$ cat src/rtl/mvm_controller_pkg.sv
// Shared definitions for the matrix-vector multiply controller:
// state encodings, default geometry and an address-width helper.
package mvm_controller_pkg;

  localparam int unsigned DEF_ROWS   = 4;
  localparam int unsigned DEF_COLS   = 4;
  localparam int unsigned DEF_RD_LAT = 1;

  typedef enum logic [2:0] {
    S_IDLE  = 3'd0,
    S_CLEAR = 3'd1,
    S_ACCUM = 3'd2,
    S_DRAIN = 3'd3,
    S_WRITE = 3'd4,
    S_DONE  = 3'd5
  } state_e;

  // Width needed to index n items; never below 1 bit.
  function automatic int unsigned aw(input int unsigned n);
    return (n <= 1) ? 1 : $clog2(n);
  endfunction

endpackage

$ cat src/rtl/mvm_controller_delay_line.sv
// mvm_delay_line: 1-bit shift register, async active-high reset.
// Ports: clk, rst, d (in), q (out) = d delayed DEPTH cycles.
module mvm_delay_line #(
  parameter int unsigned DEPTH = 1
) (
  input  logic clk,
  input  logic rst,
  input  logic d,
  output logic q
);

  logic [DEPTH-1:0] sr_q;
  logic [DEPTH-1:0] sr_d;

  // Shift in at bit 0; the cast drops the bit that falls off the top.
  always_comb begin
    sr_d = DEPTH'({sr_q, d});
  end

  always_ff @(posedge clk or posedge rst) begin
    if (rst) begin
      sr_q <= '0;
    end else begin
      sr_q <= sr_d;
    end
  end

  assign q = sr_q[DEPTH-1];

endmodule

$ cat src/rtl/mvm_controller.sv
// mvm_controller: control FSM for the matrix-vector multiply unit.
// Ports: clk, rst (async, high), start in; done, busy, rd_en,
//   mat_addr, vec_addr, acc_clr, acc_en, res_wr_en, res_addr out.
module mvm_controller
  import mvm_controller_pkg::*;
#(
  parameter int unsigned ROWS   = DEF_ROWS,
  parameter int unsigned COLS   = DEF_COLS,
  parameter int unsigned RD_LAT = DEF_RD_LAT,
  parameter int unsigned MAT_AW = aw(ROWS * COLS),
  parameter int unsigned VEC_AW = aw(COLS),
  parameter int unsigned RES_AW = aw(ROWS)
) (
  input  logic              clk,
  input  logic              rst,
  input  logic              start,
  output logic              done,
  output logic              busy,
  output logic              rd_en,
  output logic [MAT_AW-1:0] mat_addr,
  output logic [VEC_AW-1:0] vec_addr,
  output logic              acc_clr,
  output logic              acc_en,
  output logic              res_wr_en,
  output logic [RES_AW-1:0] res_addr
);

  localparam int unsigned DC_W = aw(RD_LAT);
  localparam logic [VEC_AW-1:0] COL_LAST = VEC_AW'(COLS - 1);
  localparam logic [RES_AW-1:0] ROW_LAST = RES_AW'(ROWS - 1);
  localparam logic [DC_W-1:0]   DC_LAST  = DC_W'(RD_LAT - 1);

  state_e            state_q, state_d;
  logic [RES_AW-1:0] row_q, row_d;
  logic [VEC_AW-1:0] col_q, col_d;
  logic [DC_W-1:0]   dcnt_q, dcnt_d;

  logic              done_q, done_d;
  logic              busy_q, busy_d;
  logic              rd_en_q, rd_en_d;
  logic              acc_clr_q, acc_clr_d;
  logic              res_wr_q, res_wr_d;
  logic [MAT_AW-1:0] mat_addr_q, mat_addr_d;
  logic [VEC_AW-1:0] vec_addr_q, vec_addr_d;
  logic [RES_AW-1:0] res_addr_q, res_addr_d;

  always_comb begin
    state_d = state_q;
    row_d   = row_q;
    col_d   = col_q;
    dcnt_d  = dcnt_q;
    unique case (state_q)
      S_IDLE: begin
        if (start) begin
          state_d = S_CLEAR;
          row_d   = '0;
        end
      end
      S_CLEAR: begin
        col_d   = '0;
        state_d = S_ACCUM;
      end
      S_ACCUM: begin
        // col holds at the last column; only CLEAR rewinds it.
        if (col_q == COL_LAST) begin
          state_d = S_DRAIN;
          dcnt_d  = '0;
        end else begin
          col_d = col_q + 1'b1;
        end
      end
      S_DRAIN: begin
        if (dcnt_q == DC_LAST) begin
          state_d = S_WRITE;
        end else begin
          dcnt_d = dcnt_q + 1'b1;
        end
      end
      S_WRITE: begin
        if (row_q == ROW_LAST) begin
          state_d = S_DONE;
        end else begin
          row_d   = row_q + 1'b1;
          state_d = S_CLEAR;
        end
      end
      S_DONE: begin
        state_d = S_IDLE;
      end
      default: begin
        state_d = S_IDLE;
      end
    endcase
  end

  // Outputs are decoded from the next state and registered, so they
  // line up with the state they belong to and never see start directly.
  always_comb begin
    busy_d     = (state_d != S_IDLE);
    acc_clr_d  = (state_d == S_CLEAR);
    rd_en_d    = (state_d == S_ACCUM);
    res_wr_d   = (state_d == S_WRITE);
    done_d     = (state_d == S_DONE);
    mat_addr_d = '0;
    vec_addr_d = '0;
    res_addr_d = '0;
    if (rd_en_d) begin
      mat_addr_d = MAT_AW'(row_d) * MAT_AW'(COLS) + MAT_AW'(col_d);
      vec_addr_d = col_d;
    end
    if (res_wr_d) begin
      res_addr_d = row_d;
    end
  end

  always_ff @(posedge clk or posedge rst) begin
    if (rst) begin
      state_q    <= S_IDLE;
      row_q      <= '0;
      col_q      <= '0;
      dcnt_q     <= '0;
      done_q     <= 1'b0;
      busy_q     <= 1'b0;
      rd_en_q    <= 1'b0;
      acc_clr_q  <= 1'b0;
      res_wr_q   <= 1'b0;
      mat_addr_q <= '0;
      vec_addr_q <= '0;
      res_addr_q <= '0;
    end else begin
      state_q    <= state_d;
      row_q      <= row_d;
      col_q      <= col_d;
      dcnt_q     <= dcnt_d;
      done_q     <= done_d;
      busy_q     <= busy_d;
      rd_en_q    <= rd_en_d;
      acc_clr_q  <= acc_clr_d;
      res_wr_q   <= res_wr_d;
      mat_addr_q <= mat_addr_d;
      vec_addr_q <= vec_addr_d;
      res_addr_q <= res_addr_d;
    end
  end

  // acc_en follows rd_en by the memory read latency.
  mvm_delay_line #(
    .DEPTH(RD_LAT)
  ) u_dly (
    .clk(clk),
    .rst(rst),
    .d  (rd_en_q),
    .q  (acc_en)
  );

  assign done      = done_q;
  assign busy      = busy_q;
  assign rd_en     = rd_en_q;
  assign acc_clr   = acc_clr_q;
  assign res_wr_en = res_wr_q;
  assign mat_addr  = mat_addr_q;
  assign vec_addr  = vec_addr_q;
  assign res_addr  = res_addr_q;

endmodule

$ cat config.mk
export PLATFORM = sky130hd
export DESIGN_NAME = mvm_controller
export DESIGN_NICKNAME = d
export VERILOG_FILES = /design/src/rtl/mvm_controller_pkg.sv /design/src/rtl/mvm_controller_delay_line.sv /design/src/rtl/mvm_controller.sv
export SDC_FILE = /design/constraint.sdc
export NUM_CORES = 1
export LEC_CHECK = 0
export ABC_AREA = 1
export BUFFER_PORTS_ARGS = -buffer_cell sky130_fd_sc_hd__clkbuf_2
export CAP_MARGIN = 20
export CORE_MARGIN = 2
export CORE_UTILIZATION = 54
export DETAILED_ROUTE_END_ITERATION = 7
export HOLD_SLACK_MARGIN = 0.03
export PLACE_DENSITY = 0.8
export SKIP_LAST_GASP = 1
export SYNTH_ARGS = -nofsm -noshare
export SYNTH_HDL_FRONTEND = slang
export SYNTH_SLANG_ARGS = --single-unit
$ cat constraint.sdc
create_clock -name clk -period 3.2 [get_ports clk]
set_input_delay 0.32 -clock clk [delete_from_list [all_inputs] [get_ports clk]]
set_output_delay 0.32 -clock clk [all_outputs]
set_load 0.01 [all_outputs]
==> results summary, run 1 <==
The total count of hold-check failures in the final report is 0. The top-level port count is 17. The quantity of hold-fixing buffers added after cts is 0. The multi-input combinational cell area is 195 sq um. The detail-routed via count per cell is 4.92. After clock tree synthesis, the repair step resized 0 gates. The actual transition at the worst max-transition pin came out at 0.692 ns. The area of the die is 0.00169 sq mm. The fmax is 801 MHz. At the later pin of the worst-skew pair, clock insertion delay measures 0.31 ns. The worst hold margin came out at 0.0746 ns. The total grt overflow came out at 0. The leakage power is 0.512 nW.

The count of filler cells inserted in the layout came out at 108. In the final layout, flip-flops and latches occupy 475 sq um. In this run the critical register-to-register path is captured at row_q[1].

The final design instance area without fill came out at 850 sq um. The maximum count of clock buffers along a single path is 2. The final setup slack of the worst path came out at 1.95 ns.

The worst setup path is captured at a flop. The global router's overall resource usage came out at 0.198. The final layout contains 94 nets.

The path depth of the worst reg2reg path came out at 4. Clock-pin slew was measured on the worst setup and hold paths at 0.11 ns. The power density over the cells came out at 961 mW/mm^2. The total area inside the core boundary comes to 0.00130 sq mm. CTS placed an instance of sky130_fd_sc_hd__clkbuf_4 at the clock tree root. The number of vias after detailed routing came out at 517. The initial antenna violation count came out at 0. The data required time of the worst path came out at 3.41 ns.

Headroom to the max-slew limit came out at 0.538. After floorplanning, the core was divided into 13 placement rows. The number of I/O port buffers is 16. The number of warnings reported in the yosys synthesis log is 0.

The register-to-register setup slack is 1.95 ns. The first-pass iteration count of the detailed router is 4. The antenna cell count is 0. The detailed-route wire length came out at 1.37 mm. The number of clock sinks seen by CTS came out at 19. The setup skew after layout is 0.00590 ns. When the netlist entered floorplanning its net count stood at 76. The fraction of final layout cells sized beyond drive strength 1 is 0.322.

In the routed design, unresolved DRC markers number 0. The detail route stage leaves a number of antenna-violating nets equal to 0. The per-instance average area after synthesis came out at 10.2 sq um.

The maximum number of pins on one net before global-route repair is 20. The data arrival time of the critical path is 1.46 ns. The worst setup path is launched from a flop. Prior to clock tree synthesis, the placed netlist has a worst setup slack of 1.96 ns. The number of max-slew violations in the final report came out at 0. The final weighted congestion in routability-driven placement came out at 0.776.

The max capacitance violation total is 0. The detailed-route wire length per cell is 13.1 microns. The run finished with clean final reports. The largest driver fanout on the critical path came out at 6.

The post-CTS repair timing setup buffer count came out at 0. The total half-perimeter wirelength after legalization and detailed placement came out at 1.02 mm. The total clock buffers created by CTS came out at 3. Setup repair after global routing left no endpoint under its margin.

The min-delay analysis places its worst path in the category in -> async. The largest vdd supply drop came out at 0.480 mV. After technology mapping, the gate count stands at 73. The startpoint identified for the worst register-to-register timing path is state_q[0]. The first-iteration detailed-routing DRC count came out at 19. The floorplan step set the die height to 41.2 microns. The total of endpoints with negative setup slack in the final report is 0. The area of the mapped netlist is 746 sq um. The share of the Yosys chip area taken by registers is 0.638. The initial cell density of the core is 0.573. The H-tree depth is 1. The first global-routing pass estimated 2.03 mm of wire.

The horizontal extent of the die came out at 41.2 microns. The time the final worst path needs with I/O delays and setup came out at 1.25 ns. The cell area reported after detailed placement is 822 sq um. The share of the cycle needed by the critical path after routing came out at 0.390. Compared with the post-synthesis result, the final layout area differs by 13.9%. TritonCTS built the clock tree. The most critical setup path has its startpoint at state_q[0].

Synthesis inferred 19 register bits. The number of distinct library cells after synthesis came out at 15. The worst setup path is of the reg -> reg kind. The final total negative setup slack came out at 0 ns.

The via count of the first global-routing pass came to 484.
report_power, final:
part / switching, mW / internal [mW]
Combinational: 0.190 / 0.109
Clock: 0.0792 / 0.0468
Sequential: 0.0732 / 0.318
Total: 0.342 / 0.474
worst max-delay path: stages, from the launching register on:
cell,delay (ns)
sky130_fd_sc_hd__dfrtp_1,0.49
sky130_fd_sc_hd__nor2_2,0.25
sky130_fd_sc_hd__nand3_1,0.11
sky130_fd_sc_hd__a21oi_1,0.22
sky130_fd_sc_hd__inv_1,0.07
final cells by class:
class | instances | area share
clock buffers | 3 | 0.0265
clock inverters | 1 | 0.00589
inverters | 14 | 0.0619
multi-input cells | 37 | 0.230
well taps | 15 | 0.0221
repair buffers | 16 | 0.0943
flip-flops and latches | 19 | 0.560
cells in the final DEF, fill, tap and decap left out:
cell,synthesis,final
sky130_fd_sc_hd__inv_2,1,1
sky130_fd_sc_hd__nand2_1,12,12
sky130_fd_sc_hd__nand3_1,5,5
sky130_fd_sc_hd__nand3b_4,1,1
sky130_fd_sc_hd__clkbuf_2,0,16
sky130_fd_sc_hd__inv_1,13,13
sky130_fd_sc_hd__nor3_1,1,1
sky130_fd_sc_hd__o21ai_2,1,1
sky130_fd_sc_hd__nand3_2,1,1
sky130_fd_sc_hd__nor2_1,7,7
sky130_fd_sc_hd__nor2_2,2,2
sky130_fd_sc_hd__dfrtp_1,19,19
sky130_fd_sc_hd__nand2_2,3,3
sky130_fd_sc_hd__nand4_1,3,3
sky130_fd_sc_hd__clkinv_2,0,1
sky130_fd_sc_hd__a21oi_1,1,1
sky130_fd_sc_hd__clkbuf_4,0,3
cells by family (layout without fill, tap and decap cells):
kind of cell / Yosys count / after routing / synth area share
simple gates: 35 / 35 / 0.243
flops: 19 / 19 / 0.638
buf+inv: 17 / 34 / 0.101
compound gates: 2 / 2 / 0.0185
how the worst max path moves through the flow:
stage                  end  slack (ns)  cells past startpoint
2_1_floorplan  res_addr[0]        2.16                      6
3_3_place_gp   mat_addr[3]        2.02                      5
3_5_place_dp      row_q[1]        1.96                      4
4_1_cts           row_q[1]        1.95                      4
5_1_grt        mat_addr[2]        1.89                      5
6_report          row_q[1]        1.95                      4
cells in the mapped netlist (all sizes together):
master  count  area share
nor2        9       0.052
nand3b      1       0.027
nand3       6       0.047
inv        14       0.070
o21ai       1       0.012
nor3        1      0.0067
nand4       3       0.025
a21oi       1      0.0067
buf         3       0.030
nand2      15       0.086
dfrtp      19        0.64
state kept, by name, summed over array words and instances, names as in the netlist, 2 cells and up:
signal,flops
mat_addr,3
col_q,2
state_q,3
res_addr,2
row_q,2
metrics by stage:
stage          cells  total power [mW]   util
6_report         105             0.816  0.653
2_1_floorplan     73             0.609      -
5_1_grt          105             0.875  0.653
3_5_place_dp     101             0.695  0.632
4_1_cts          105             0.816  0.653
3_3_place_gp     101             0.674  0.632
layer usage:
| layer | part of all wire | up-vias | GRT usage |
|---|---|---|---|
| met5 | 0 | - | 0 |
| met1 | 0.41 | 238 | 0.218 |
| met4 | 0.017 | 0 | 0.121 |
| met3 | 0.063 | 3 | 0.0652 |
| li1 | - | 255 | - |
| met2 | 0.51 | 21 | 0.328 |
(Power assumes the default switching activity.)
==> run 2: changes to the inputs <==
CORE_UTILIZATION = 45   (was 54)
PLACE_DENSITY = 0.71   (was 0.8)
clock period = 1.1 ns   (was 3.2 ns; I/O delays follow)
==> results summary, run 2 (synthesized netlist as in run 1, its figures left out) <==
After the flow finishes, the layout carries non-filler instances totaling 114. Setup repair after global routing could not meet its margin everywhere. The power density over the cells is 2790 mW/mm^2.

The worst slack after detailed placement came out at -0.0574 ns. The hold path depth is 4. VDD sags by at most 1.37 mV. The setup path with the least slack is of type reg -> reg. The number of rows in the core area is 14. The worst setup path is captured at a flop. The slowest stage of the critical path belongs to the cell sky130_fd_sc_hd__dfrtp_2.

The final net count is 102. The data arrival time of the critical path is 1.29 ns. The checks that failed: setup timing. For hold timing, the worst endpoint is row_q[1]. The antenna cell count is 0. For this run, the detailed router's first-pass iteration total came to 4. The via count of the first global-routing pass is 519.

Data on the critical path is required at its endpoint by 1.29 ns. The H-tree depth came out at 1. The total count of hold-check failures in the final report is 0. The maximum number of pins on one net before global-route repair came out at 20.

The share of the cycle needed by the critical path after routing came out at 1.01. The area of the die is 0.00200 sq mm. The clock-pin slew on the worst setup and hold paths came out at 0.11 ns. The class of the tightest hold or removal check is in -> reg. The worst setup path is launched from a flop. The root buffer cell is sky130_fd_sc_hd__clkbuf_4. The max capacitance violation total is 0.

The maximum count of clock buffers along a single path came out at 2. The insertion delay of the later-clocked pin in the worst-skew pair is 0.29 ns. Of the cells placed in the final design, the portion with a size suffix greater than 1 is 0.449. The total of endpoints with negative setup slack in the final report came out at 2.

The die outline height came out at 44.7 microns. The path depth of the worst reg2reg path came out at 4. The first global-routing pass estimated 2.17 mm of wire. Once layout is complete, the utilization of the core stands at 0.631. The initial utilization of the core area, before any placement, comes to 0.489.

Across every metal layer, demand over resource in global routing totals 0.153. The number of clock buffers added by TritonCTS is 3. The leakage power is 0.554 nW.

The top cell types in the final layout, fill and taps aside, are 16 x sky130_fd_sc_hd__dfrtp_1, 16 x sky130_fd_sc_hd__clkbuf_2, 12 x sky130_fd_sc_hd__inv_1. The largest driver fanout on the critical path is 4. The detailed-route wire length came out at 1.33 mm.

The residual DRC count is 0. The count of filler cells inserted in the layout is 115. The total overflow left after global routing is 0. The reg-to-reg endpoint is row_q[1]. For this block, the via count after detailed routing is 537. Setup slack on the worst reg-to-reg path comes out at -0.006 ns. The first-iteration detailed-routing DRC count is 6. The number of I/O port buffers is 16. The number of clock sinks seen by CTS is 19. The fmax is 904 MHz. In this run the tightest slew margin relative to its limit is 0.847. The worst hold path begins at start. Dividing the detail-routed via count by the number of cells gives 4.71. The total half-perimeter wirelength after legalization and detailed placement is 903 microns.

TritonCTS built the clock tree. During I/O placement, the number of pins put on the boundary was 17. The total instance count after detailed placement is 107.

The stage delay of the slowest cell on the critical path is 0.47 ns. The layout overhead on the synthesized area is 28.9%. The initial antenna violation count is 0. The core area is 0.00152 sq mm. The detailed-route wire length per cell is 11.7 microns. The number of antenna-violating nets in the routed design is 0.

The run finished, with violations left. The setup skew after layout is 0.00161 ns. In this run the critical register-to-register path is launched from state_q[0]. The actual transition at the worst max-transition pin came out at 0.229 ns. The final weighted congestion in routability-driven placement is 0.757. The number of max-slew violations in the final report was 0. The multi-input combinational cell area is 235 sq um. Summing all flip-flop and latch instances after layout gives 479 sq um.

The final setup slack of the worst path came out at -0.00648 ns. The time the final worst path needs with I/O delays and setup is 1.11 ns. The horizontal extent of the die came out at 44.7 microns. Walking the worst path, the cells encountered are nor2_4, nand3_1, a21oi_1, inv_1.
## run 2: how the worst max path moves through the flow
stage / from / to / slack [ns] / cells past startpoint
detailed placement: state_q[2] / mat_addr[3] / -0.06 / 5
floorplan: state_q[0] / res_addr[0] / 0.06 / 6
global placement: state_q[2] / vec_addr[0] / -0.02 / 5
global route: state_q[2] / mat_addr[1] / -0.08 / 6
finish: state_q[0] / row_q[1] / -0.006 / 4
CTS: state_q[0] / mat_addr[3] / -0.02 / 5
## run 2: area by class of cell
| cell class | count | share of cell area |
|---|---|---|
| Sequential cell | 19 | 0.499 |
| Clock inverter | 1 | 0.00521 |
| Clock buffer | 3 | 0.0234 |
| Inverter | 14 | 0.0547 |
| Timing Repair Buffer | 24 | 0.152 |
| Tap cell | 16 | 0.0208 |
| Multi-Input combinational cell | 37 | 0.245 |
## run 2: worst max-delay path, delay by kind of cell (launching register included)
kind,cells,cell delay [ns]
flip-flops,1,0.47
AO/OA/AOI/OAI,1,0.21
buffers and inverters,1,0.06
AND/OR/NAND/NOR,2,0.27
## run 2: repair_timing
| item | CTS | global route |
|---|---|---|
| buffers inserted | 1 | 1 |
| gates resized for setup | 6 | 8 |
| setup endpoints to repair | 8 | 11 |
| hold buffers | 1 | 0 |
| pin swaps | 2 | 4 |
| hold endpoints to repair | 19 | 0 |
## run 2: per-layer routing
metal  vias to the layer above  part of all wire  GRT usage
li1                        270                 -          -
met1                       252              0.42      0.175
met2                        13              0.53      0.267
met3                         2             0.038     0.0240
met4                         0            0.0083     0.0909
met5                         -                 0          0
## run 2: per-stage QoR
step	area [sq um]	hold WS, ns	power (mW)	TNS [ns]
2_1_floorplan	746	0.0611	1.77	0
3_3_place_gp	861	0.115	2.06	-0.0557
3_5_place_dp	861	0.118	2.10	-0.151
4_1_cts	925	0.130	2.55	-0.0201
5_1_grt	961	0.172	2.88	-0.560
6_report	961	0.178	2.68	-0.00648
## run 2: power by group
part | switching (mW) | internal, mW | total, mW
registers | 0.199 | 0.936 | 1.14
logic | 0.684 | 0.515 | 1.20
clock network | 0.208 | 0.135 | 0.343
total | 1.09 | 1.59 | 2.68
